## src/rtl/ef_dac_stream_ctrl.sv

```systemverilog
// Sequencer for DACSCA R-string/cap DACs: FIFO-buffered codes, one commit pulse per
// sample period on DAC_RST (DAC latches SELD on the RST falling edge), stream or loop playback.
module ef_dac_stream_ctrl #(
    parameter int DW     = 10,
    parameter int DEPTH  = 16,
    parameter int CW     = 16,
    parameter int SETTLE = 8
) (
    input  logic                       i_clk,
    input  logic                       i_rst_n,
    input  logic                       i_en,
    input  logic                       i_mode,
    input  logic [CW-1:0]              i_period,
    input  logic [DW-1:0]              i_wdata,
    input  logic                       i_wvalid,
    output logic                       o_wready,
    input  logic                       i_flush,
    input  logic                       i_ufl_clr,
    output logic                       o_dac_en,
    output logic                       o_dac_rst,
    output logic [DW-1:0]              o_dac_sel,
    output logic [$clog2(DEPTH):0]     o_level,
    output logic                       o_full,
    output logic                       o_empty,
    output logic                       o_underflow
);
    localparam int AW = $clog2(DEPTH);
    localparam int LW = AW + 1;
    localparam int SW = $clog2(SETTLE + 1);

    typedef enum logic [1:0] {S_IDLE, S_SETTLE, S_RUN} state_t;

    state_t          r_state;
    logic [SW-1:0]   r_settle_cnt;
    logic [CW-1:0]   r_tick_cnt;
    logic            r_dac_en;
    logic            r_dac_rst;
    logic [DW-1:0]   r_dac_sel;
    logic            r_underflow;

    logic [DW-1:0]   r_mem [DEPTH];
    logic [AW-1:0]   r_wr_ptr;
    logic [AW-1:0]   r_rd_ptr;
    logic [AW-1:0]   r_play_ptr;
    logic            r_play_vld;
    logic [LW-1:0]   r_level;

    logic [CW-1:0]   w_reload;
    logic            w_run;
    logic            w_tick;
    logic            w_fifo_empty;
    logic            w_commit;
    logic            w_pop;
    logic            w_loop_adv;
    logic            w_wr;
    logic [AW-1:0]   w_play_src;
    logic [AW-1:0]   w_play_inc;
    logic [AW-1:0]   w_play_nxt;
    logic [DW-1:0]   w_code;

    // A programmed period of 0 is treated as 1 so that ticks are never back to back.
    assign w_reload     = (i_period == '0) ? CW'(1) : i_period;
    assign w_run        = (r_state == S_RUN);
    assign w_tick       = w_run & i_en & (r_tick_cnt == '0);
    assign w_fifo_empty = (r_level == '0) | i_flush;
    assign w_commit     = w_tick & ~w_fifo_empty;
    assign w_pop        = w_commit & ~i_mode;
    assign w_loop_adv   = w_commit & i_mode;

    // Loop playback begins at the head until the play pointer has been advanced once.
    assign w_play_src   = r_play_vld ? r_play_ptr : r_rd_ptr;
    assign w_play_inc   = w_play_src + AW'(1);
    assign w_play_nxt   = (w_play_inc == r_wr_ptr) ? r_rd_ptr : w_play_inc;
    assign w_code       = i_mode ? r_mem[w_play_src] : r_mem[r_rd_ptr];

    assign o_wready     = ~o_full & ~(i_mode & w_run);
    assign w_wr         = i_wvalid & o_wready;

    assign o_full       = (r_level == LW'(DEPTH));
    assign o_empty      = (r_level == '0);
    assign o_level      = r_level;
    assign o_dac_en     = r_dac_en;
    assign o_dac_rst    = r_dac_rst;
    assign o_dac_sel    = r_dac_sel;
    assign o_underflow  = r_underflow;

    always_ff @(posedge i_clk or negedge i_rst_n) begin
        if (!i_rst_n) begin
            r_state      <= S_IDLE;
            r_settle_cnt <= '0;
            r_tick_cnt   <= '0;
            r_dac_en     <= 1'b0;
            r_dac_rst    <= 1'b0;
            r_dac_sel    <= '0;
        end else if (!i_en) begin
            r_state      <= S_IDLE;
            r_settle_cnt <= '0;
            r_tick_cnt   <= '0;
            r_dac_en     <= 1'b0;
            r_dac_rst    <= 1'b0;
        end else begin
            case (r_state)
                S_IDLE: begin
                    r_state      <= S_SETTLE;
                    r_dac_en     <= 1'b1;
                    r_settle_cnt <= '0;
                    r_dac_rst    <= 1'b0;
                end
                S_SETTLE: begin
                    r_dac_rst <= 1'b0;
                    if (r_settle_cnt == SW'(SETTLE - 1)) begin
                        r_state    <= S_RUN;
                        r_tick_cnt <= w_reload;
                    end else begin
                        r_settle_cnt <= r_settle_cnt + SW'(1);
                    end
                end
                S_RUN: begin
                    r_tick_cnt <= (r_tick_cnt == '0) ? w_reload : r_tick_cnt - CW'(1);
                    // RST is high for exactly the cycle after a committing tick.
                    r_dac_rst  <= w_commit;
                    if (w_commit) begin
                        r_dac_sel <= w_code;
                    end
                end
                default: begin
                    r_state   <= S_IDLE;
                    r_dac_en  <= 1'b0;
                    r_dac_rst <= 1'b0;
                end
            endcase
        end
    end

    always_ff @(posedge i_clk) begin
        if (w_wr && !i_flush) begin
            r_mem[r_wr_ptr] <= i_wdata;
        end
    end

    always_ff @(posedge i_clk or negedge i_rst_n) begin
        if (!i_rst_n) begin
            r_wr_ptr   <= '0;
            r_rd_ptr   <= '0;
            r_play_ptr <= '0;
            r_play_vld <= 1'b0;
            r_level    <= '0;
        end else if (i_flush) begin
            r_wr_ptr   <= '0;
            r_rd_ptr   <= '0;
            r_play_ptr <= '0;
            r_play_vld <= 1'b0;
            r_level    <= '0;
        end else begin
            if (w_wr) begin
                r_wr_ptr <= r_wr_ptr + AW'(1);
            end
            if (w_pop) begin
                r_rd_ptr <= r_rd_ptr + AW'(1);
            end
            case ({w_wr, w_pop})
                2'b10:   r_level <= r_level + LW'(1);
                2'b01:   r_level <= r_level - LW'(1);
                default: r_level <= r_level;
            endcase
            if (!w_run || !i_en || (w_tick && !i_mode)) begin
                r_play_vld <= 1'b0;
            end else if (w_loop_adv) begin
                r_play_vld <= 1'b1;
                r_play_ptr <= w_play_nxt;
            end
        end
    end

    always_ff @(posedge i_clk or negedge i_rst_n) begin
        if (!i_rst_n) begin
            r_underflow <= 1'b0;
        end else if (w_tick && w_fifo_empty) begin
            r_underflow <= 1'b1;
        end else if (i_ufl_clr) begin
            r_underflow <= 1'b0;
        end
    end

endmodule

```

## config.mk

```make
export PLATFORM = sky130hd
export DESIGN_NAME = ef_dac_stream_ctrl
export DESIGN_NICKNAME = d
export VERILOG_FILES = /design/src/rtl/ef_dac_stream_ctrl.sv
export SDC_FILE = /design/constraint.sdc
export NUM_CORES = 1
export LEC_CHECK = 0
export ABC_CLOCK_PERIOD_IN_PS = 4300
export BUFFER_PORTS_ARGS = -buffer_cell sky130_fd_sc_hd__buf_2
export CAP_MARGIN = 15
export CORE_MARGIN = 2
export CORE_UTILIZATION = 65
export DETAILED_ROUTE_END_ITERATION = 7
export PLACE_DENSITY = 0.84
export SLEW_MARGIN = 20
export SYNTH_ARGS = -nofsm -noshare
export SYNTH_HDL_FRONTEND = slang
export SYNTH_SLANG_ARGS = --single-unit
export TNS_END_PERCENT = 20
```

## constraint.sdc

```tcl
create_clock -name i_clk -period 4.3 [get_ports i_clk]
set_clock_uncertainty 0.05 [all_clocks]
set_input_delay 0.43 -clock i_clk [delete_from_list [all_inputs] [get_ports i_clk]]
set_output_delay 0.43 -clock i_clk [all_outputs]
set_load 0.005 [all_outputs]
```

==> flow_summary.ini, run 1 <==
[status]
status = complete, no violations

[drt]
dr.pass1.iters = 5
num_vias = 8289
vias_per_cell = 6.84
ant_nets = 0
wl_met1_mm = 10.7
dr_wl_met2_mm = 13.4
dr.first_iter.drc_count = 1277
wl_per_cell_um = 24.0
route.detailed.drc = 0
routed.top_layer = met5
wirelength_mm = 29.1
route.met3.wl_mm = 3.46

[floorplanning]
die_area_sq_um = 17700
num_rows = 47
initial_core_util = 0.660
ioPinCount = 54
core_sq_um = 16400
die_height_um = 133
dieWidth_um = 133

[setup_path]
startpoint_type = flip-flop
max_stage_delay_ns = 0.59
cp_data_arrival_time_ns = 3.55
cp_top_family = simple AND/OR/NAND/NOR gates
crit_chain = nor4_1 -> nand4b_2 -> nor3_2 -> xor2_1 -> ha_1 -> nor3_1 -> nor2_1 -> nor4_1 -> or3_1 -> a32o_1
worstSetupPathType = flip-flop to flip-flop
cp.depth = 10
end_kind = flip-flop
crit_path_top_delay_cell = nor4_1
worstPathMaxFanout = 8
crit_top_cell = nor4_1
path_buf_inv = 0
r2r_cells = 10
worstPathRequired_ns = 4.65

[yosys]
synth_area_leaders = edfxtp_1 (44%), dfrtp_1 (12%), mux4_2 (7.3%)
synth_nets = 975
synthFlopType = edfxtp_1
synth_edf_count = 160
ys_seq_area_frac = 0.566
synth_cells = 927
synth.distinct_cells = 68
ys_warn_count = 0
avgSynthCellArea_sq_um = 11.7
synth_top_area_frac = 0.444
yosysTopAreaCell = edfxtp_1
ys_ff_latch = 213
synthArstFlopShare = 0.249
syn-cell-area_sq_um = 10800

[grt]
grt_max_degree = 47
gr-usage-all-layers = 0.336
grt-ovfl-total = 0
antenna_found_initial = 2
grt_pass1_wl_mm = 45.3
grt_pass1_vias = 8209

[timing]
finalHoldViolCount = 0
fin_ws_ns = 1.09
worst_slew_pin_slew_ns = 0.998
timing.fmax_mhz = 312
min_period_ns = 3.21
rsz0062_at_grt = false
setup_viol = 0
fin_crit_sh = 0.746
slew_violations = 0
fin_setup_tns_ns = 0
max_slew_margin = 0.335

[clock_network]
insertion_delay_ns = 0.52
path_clk_slew_ns = 0.06
cts_root_buf = clkbuf_16
cts_buffers = 24
clock_path_buffers = 3
tritoncts = done
cts_sinks = 213
post_cts_buffers = 0
htreeDepth = 1

[power_and_ir_drop]
switching_share = 0.272
p_int_mw = 3.76
p_switching_mw = 1.41
p_leak_nw = 4.41
seqPwrFrac = 0.474
ir_drop_mv = 0.370
combinationalPowerShare = 0.154
power.density_nw_per_um2 = 427
power.share.clock = 0.372

[finish]
final_area_sq_um = 12100
area.growth.synth_to_final_pct = 11.7
drive_above_1_share = 0.170
n_fill_cell = 1035
finalNetCount = 1021

[min_path]
hold_class = input port to flip-flop
whs_path_depth = 2

[job]
max_cap_violations = 0

[placed_design]
dpl.hpwl_mm = 17.4
numPortBuffers = 53
gp_congestion = 0.866
dp_slack_ns = 1.14
placed_cell_area_sq_um = 11300
worst register-to-register path, stage by stage (launching register included):
cell	delay [ns]
dfrtp_1	0.45
nor4_1	0.59
nand4b_2	0.34
nor3_2	0.42
xor2_1	0.18
ha_1	0.25
nor3_1	0.06
nor2_1	0.13
nor4_1	0.06
or3_1	0.31
a32o_1	0.26
registers in the layout, summed over array words and instances, names as in the netlist:
| signal | flops |
|---|---|
| r_mem | 160 |
| r_tick_cnt | 16 |
| o_dac_sel | 10 |
| o_level | 5 |
| r_play_ptr | 4 |
| r_rd_ptr | 4 |
| r_settle_cnt | 4 |
| r_wr_ptr | 4 |
| r_state | 2 |
| o_dac_en | 1 |
| o_dac_rst | 1 |
| o_underflow | 1 |
| r_play_vld | 1 |
logic make-up after synthesis:
family / synth area share
xor+xnor: 0.0126
mux: 0.116
simple gates: 0.149
flops: 0.566
buf+inv: 0.0314
compound gates: 0.107
fa+ha+maj: 0.0173
cells in the final DEF (no fill, tap or decap), types with 12 or more instances in the layout:
master	instances
mux2i_1	42
dfrtp_1	52
o21ai_0	46
nand3_1	75
ha_1	15
clkbuf_16	24
a221oi_1	12
buf_2	53
mux4_2	35
edfxtp_1	160
a21oi_1	42
nand2_1	158
nor2_1	48
buf_4	27
inv_1	17
metrics by stage:
step                       util  hold slack [ns]  total power, mW  cells
after floorplan               -           0.0844             3.03    927
after global placement    0.691            0.431             3.23   1166
after detailed placement  0.691            0.443             3.26   1166
after CTS                 0.737           0.0478             5.16   1210
after global routing      0.737           0.0587             5.36   1211
final                     0.737           0.0584             5.16   1211
power by group through the flow:
stage                     Sequential (mW)  Clock (mW)  Combinational, mW
final                                2.45        1.92              0.795
after global routing                 2.47        2.00              0.888
after CTS                            2.45        1.93              0.784
after detailed placement             2.49           0              0.773
after global placement               2.48           0              0.754
after floorplan                      2.45           0              0.583
cell type report:
cell class / count / area, sq um / share of cell area
flip-flops and latches: 213 / 6130 / 0.507
multi-input cells: 633 / 4390 / 0.363
clock buffers: 34 / 658 / 0.0544
repair buffers: 81 / 478 / 0.0395
well taps: 220 / 275 / 0.0228
clock inverters: 9 / 76.3 / 0.00631
inverters: 20 / 75.1 / 0.00621
diodes: 1 / 2.50 / 0.000207
synth_stat cells (5+ instances only):
cell type,instances
ha_1,15
dfrtp_1,53
a22oi_1,6
a221oi_1,12
xnor2_1,6
clkbuf_1,31
nor2_1,48
mux4_2,35
o21ai_0,46
edfxtp_1,160
inv_1,17
a32oi_1,5
buf_1,8
o32a_1,8
a32o_1,9
nand3_1,75
nand2_1,158
a22o_1,5
and3_1,6
a31oi_1,5
mux2i_1,45
buf_2,19
nor4_1,11
a21oi_1,42
o22ai_1,9
or2_2,5
nor3_1,11
xor2_1,7
routing by layer:
layer  vias up  GRT usage
li1       3615          -
met2       601      0.529
met1      3934      0.457
met5         -          0
met3       137     0.0625
met4         2      0.167
worst paths after layout:
kind / startpoint / end / slack [ns]
min in group asynchronous: i_rst_n / o_dac_sel[1] / 0.49
min: i_ufl_clr / o_underflow / 0.06
max: r_tick_cnt[12] / o_level[4] / 1.09
max reg2reg: r_tick_cnt[12] / o_level[4] / 1.09
min reg2reg: r_tick_cnt[15] / r_tick_cnt[15] / 0.46
max in group asynchronous: i_rst_n / r_rd_ptr[0] / 2.84
repair_timing:
item,in CTS,in global routing
hold buffers,1,0
endpoints found under the setup margin,0,0
resized for setup,0,0
hold endpoints to repair,27,0
No activity file was read; power rests on OpenSTA's default activity.
==> inputs of run 2 (changes only) <==
ABC_CLOCK_PERIOD_IN_PS = 3100   (was 4300)
CORE_UTILIZATION = 62   (was 65)
PLACE_DENSITY = 0.8   (was 0.84)
clock period = 3.1 ns   (was 4.3 ns; I/O delays follow)
==> flow_summary.ini, run 2 (synthesis gave the netlist of run 1 again) <==
[clock_network]
cts_buffers = 23
path_clk_slew_ns = 0.07
insertion_delay_ns = 0.53
clock_path_buffers = 3
tritoncts = done
htreeDepth = 1
cts_root_buf = clkbuf_16
cts_sinks = 213

[min_path]
whs_path_depth = 3
hold_path_end = r_tick_cnt[11]
hp-start = i_period[11]
hold_class = input port to flip-flop

[setup_path]
cp_data_arrival_time_ns = 3.31
max_stage_delay_ns = 0.55
r2r_cells = 10
rrSetupSlack_ns = 0.16
rr_endpoint = o_level[4]
end_kind = flip-flop
worstPathRequired_ns = 3.47
worstSetupPathType = flip-flop to flip-flop
r2r_start = r_tick_cnt[3]
worstPathMaxFanout = 5
crit_chain = or4_1 -> nand4b_2 -> nor3_4 -> xor2_1 -> ha_1 -> nor3_1 -> nor2_1 -> nor4_1 -> or3_1 -> a32o_1
crit_path_top_delay_cell = or4_1
startpoint_type = flip-flop

[power_and_ir_drop]
power.density_nw_per_um2 = 594
p_switching_mw = 2.02
p_int_mw = 5.34
p_leak_nw = 4.61
total_power_mw = 7.36
ir_drop_mv = 0.476
switching_share = 0.275
combinationalPowerShare = 0.166
seqPwrFrac = 0.460
power.share.clock = 0.374

[drt]
wl_per_cell_um = 23.6
dr.first_iter.drc_count = 1131
dr.pass1.iters = 5
wirelength_mm = 29.4
vias_per_cell = 6.80
ant_nets = 0
route.detailed.drc = 0
num_vias = 8481

[floorplanning]
ioPinCount = 54
die_height_um = 136
initial_core_util = 0.630
dieWidth_um = 136
num_rows = 48
core_sq_um = 17200
die_area_sq_um = 18500

[timing]
setup_viol = 0
timing.fmax_mhz = 340
fin_setup_tns_ns = 0
min_period_ns = 2.94
max_slew_margin = 0.494
worst_slew_pin_slew_ns = 0.754
rsz0062_at_grt = false
finalHoldViolCount = 0
slew_violations = 0
fin_crit_sh = 0.950

[grt]
grt_pass1_wl_mm = 45.0
grt-ovfl-total = 0
antenna_found_initial = 1
grt_pass1_vias = 8121
gr-usage-all-layers = 0.324
grt_max_degree = 60

[placed_design]
numPortBuffers = 53
gp_congestion = 0.906
dpl.hpwl_mm = 18.8

[finish]
largest_reg_flops = 160
finalNetCount = 1053
drive_above_1_share = 0.198
fin_util = 0.721
area.growth.synth_to_final_pct = 14.4
final_cell_mix = edfxtp_1 (160), nand2_1 (158), nand3_1 (75), buf_4 (58), buf_2 (53)
layout_commonest_cell = edfxtp_1
largest-register = r_mem

[job]
max_cap_violations = 0

[status]
status = complete, no violations
run 2: cell types whose count changed in the layout (fill, tap and decap cells not counted), sizes merged:
cell,previous run,this run
buf,80,112
bufinv,1,3
clkbuf,34,26
clkinv,8,12
dlygate4sd3,1,2
inv,20,21
run 2: area by class of cell:
class                           count  area (sq um)
Multi-Input combinational cell    633          4400
Clock inverter                     16           165
Fill cell                        1180          4790
Timing Repair Buffer              114           741
Clock buffer                       26           587
Tap cell                          225           282
Antenna cell                        1          2.50
Sequential cell                   213          6130
Inverter                           20          75.1
run 2: worst max-delay path: cells and delay by family, from the launching register on:
family | cells | cell delay (ns)
compound gates | 1 | 0.27
xor+xnor | 1 | 0.17
fa+ha+maj | 1 | 0.24
flops | 1 | 0.41
simple gates | 7 | 1.68
run 2: worst max-delay path by stage:
| stage | slack [ns] | depth (start not counted) | to | from |
|---|---|---|---|---|
| finish | 0.16 | 10 | o_level[4] | r_tick_cnt[3] |
| global route | 0.02 | 12 | o_level[4] | r_state[0] |
| CTS | 0.09 | 10 | o_level[4] | r_tick_cnt[3] |
| detailed placement | 0.08 | 10 | o_level[4] | r_tick_cnt[3] |
| global placement | 0.18 | 10 | o_level[4] | r_tick_cnt[3] |
| floorplan | 0.16 | 12 | o_level[4] | r_state[0] |
run 2: routing by layer:
| metal | global-route usage | vias up | share of wire | wire [um] |
|---|---|---|---|---|
| met5 | 0 | - | 0 | 0 |
| met4 | 0.141 | 0 | 0.040 | 1160 |
| met3 | 0.0623 | 110 | 0.11 | 3350 |
| met2 | 0.521 | 632 | 0.48 | 14200 |
| met1 | 0.434 | 4065 | 0.37 | 10800 |
| li1 | - | 3674 | - | - |
run 2: power by group through the flow:
stage	sequential (mW)	combinational, mW	clock, mW
final	3.39	1.22	2.75
after global routing	3.41	1.34	2.87
after CTS	3.38	1.19	2.76
after detailed placement	3.44	1.18	0
after global placement	3.43	1.15	0
after floorplan	3.40	0.808	0
run 2: repair_timing:
action / 4_1_cts / 5_1_grt
buffers inserted: 0 / 1
hold endpoints to repair: 28 / 0
gates resized for setup: 0 / 1
hold buffers: 2 / 0
endpoints found under the setup margin: 0 / 1
run 2: metrics by stage:
stage / area (sq um) / hold slack [ns] / setup WS [ns] / instances
3_5_place_dp: 11600 / 0.372 / 0.0836 / 1202
6_report: 12400 / 0.0389 / 0.156 / 1248
2_1_floorplan: 10800 / -0.0356 / 0.158 / 927
3_3_place_gp: 11600 / 0.361 / 0.177 / 1202
4_1_cts: 12400 / 0.0418 / 0.0878 / 1246
5_1_grt: 12400 / 0.0634 / 0.0218 / 1248
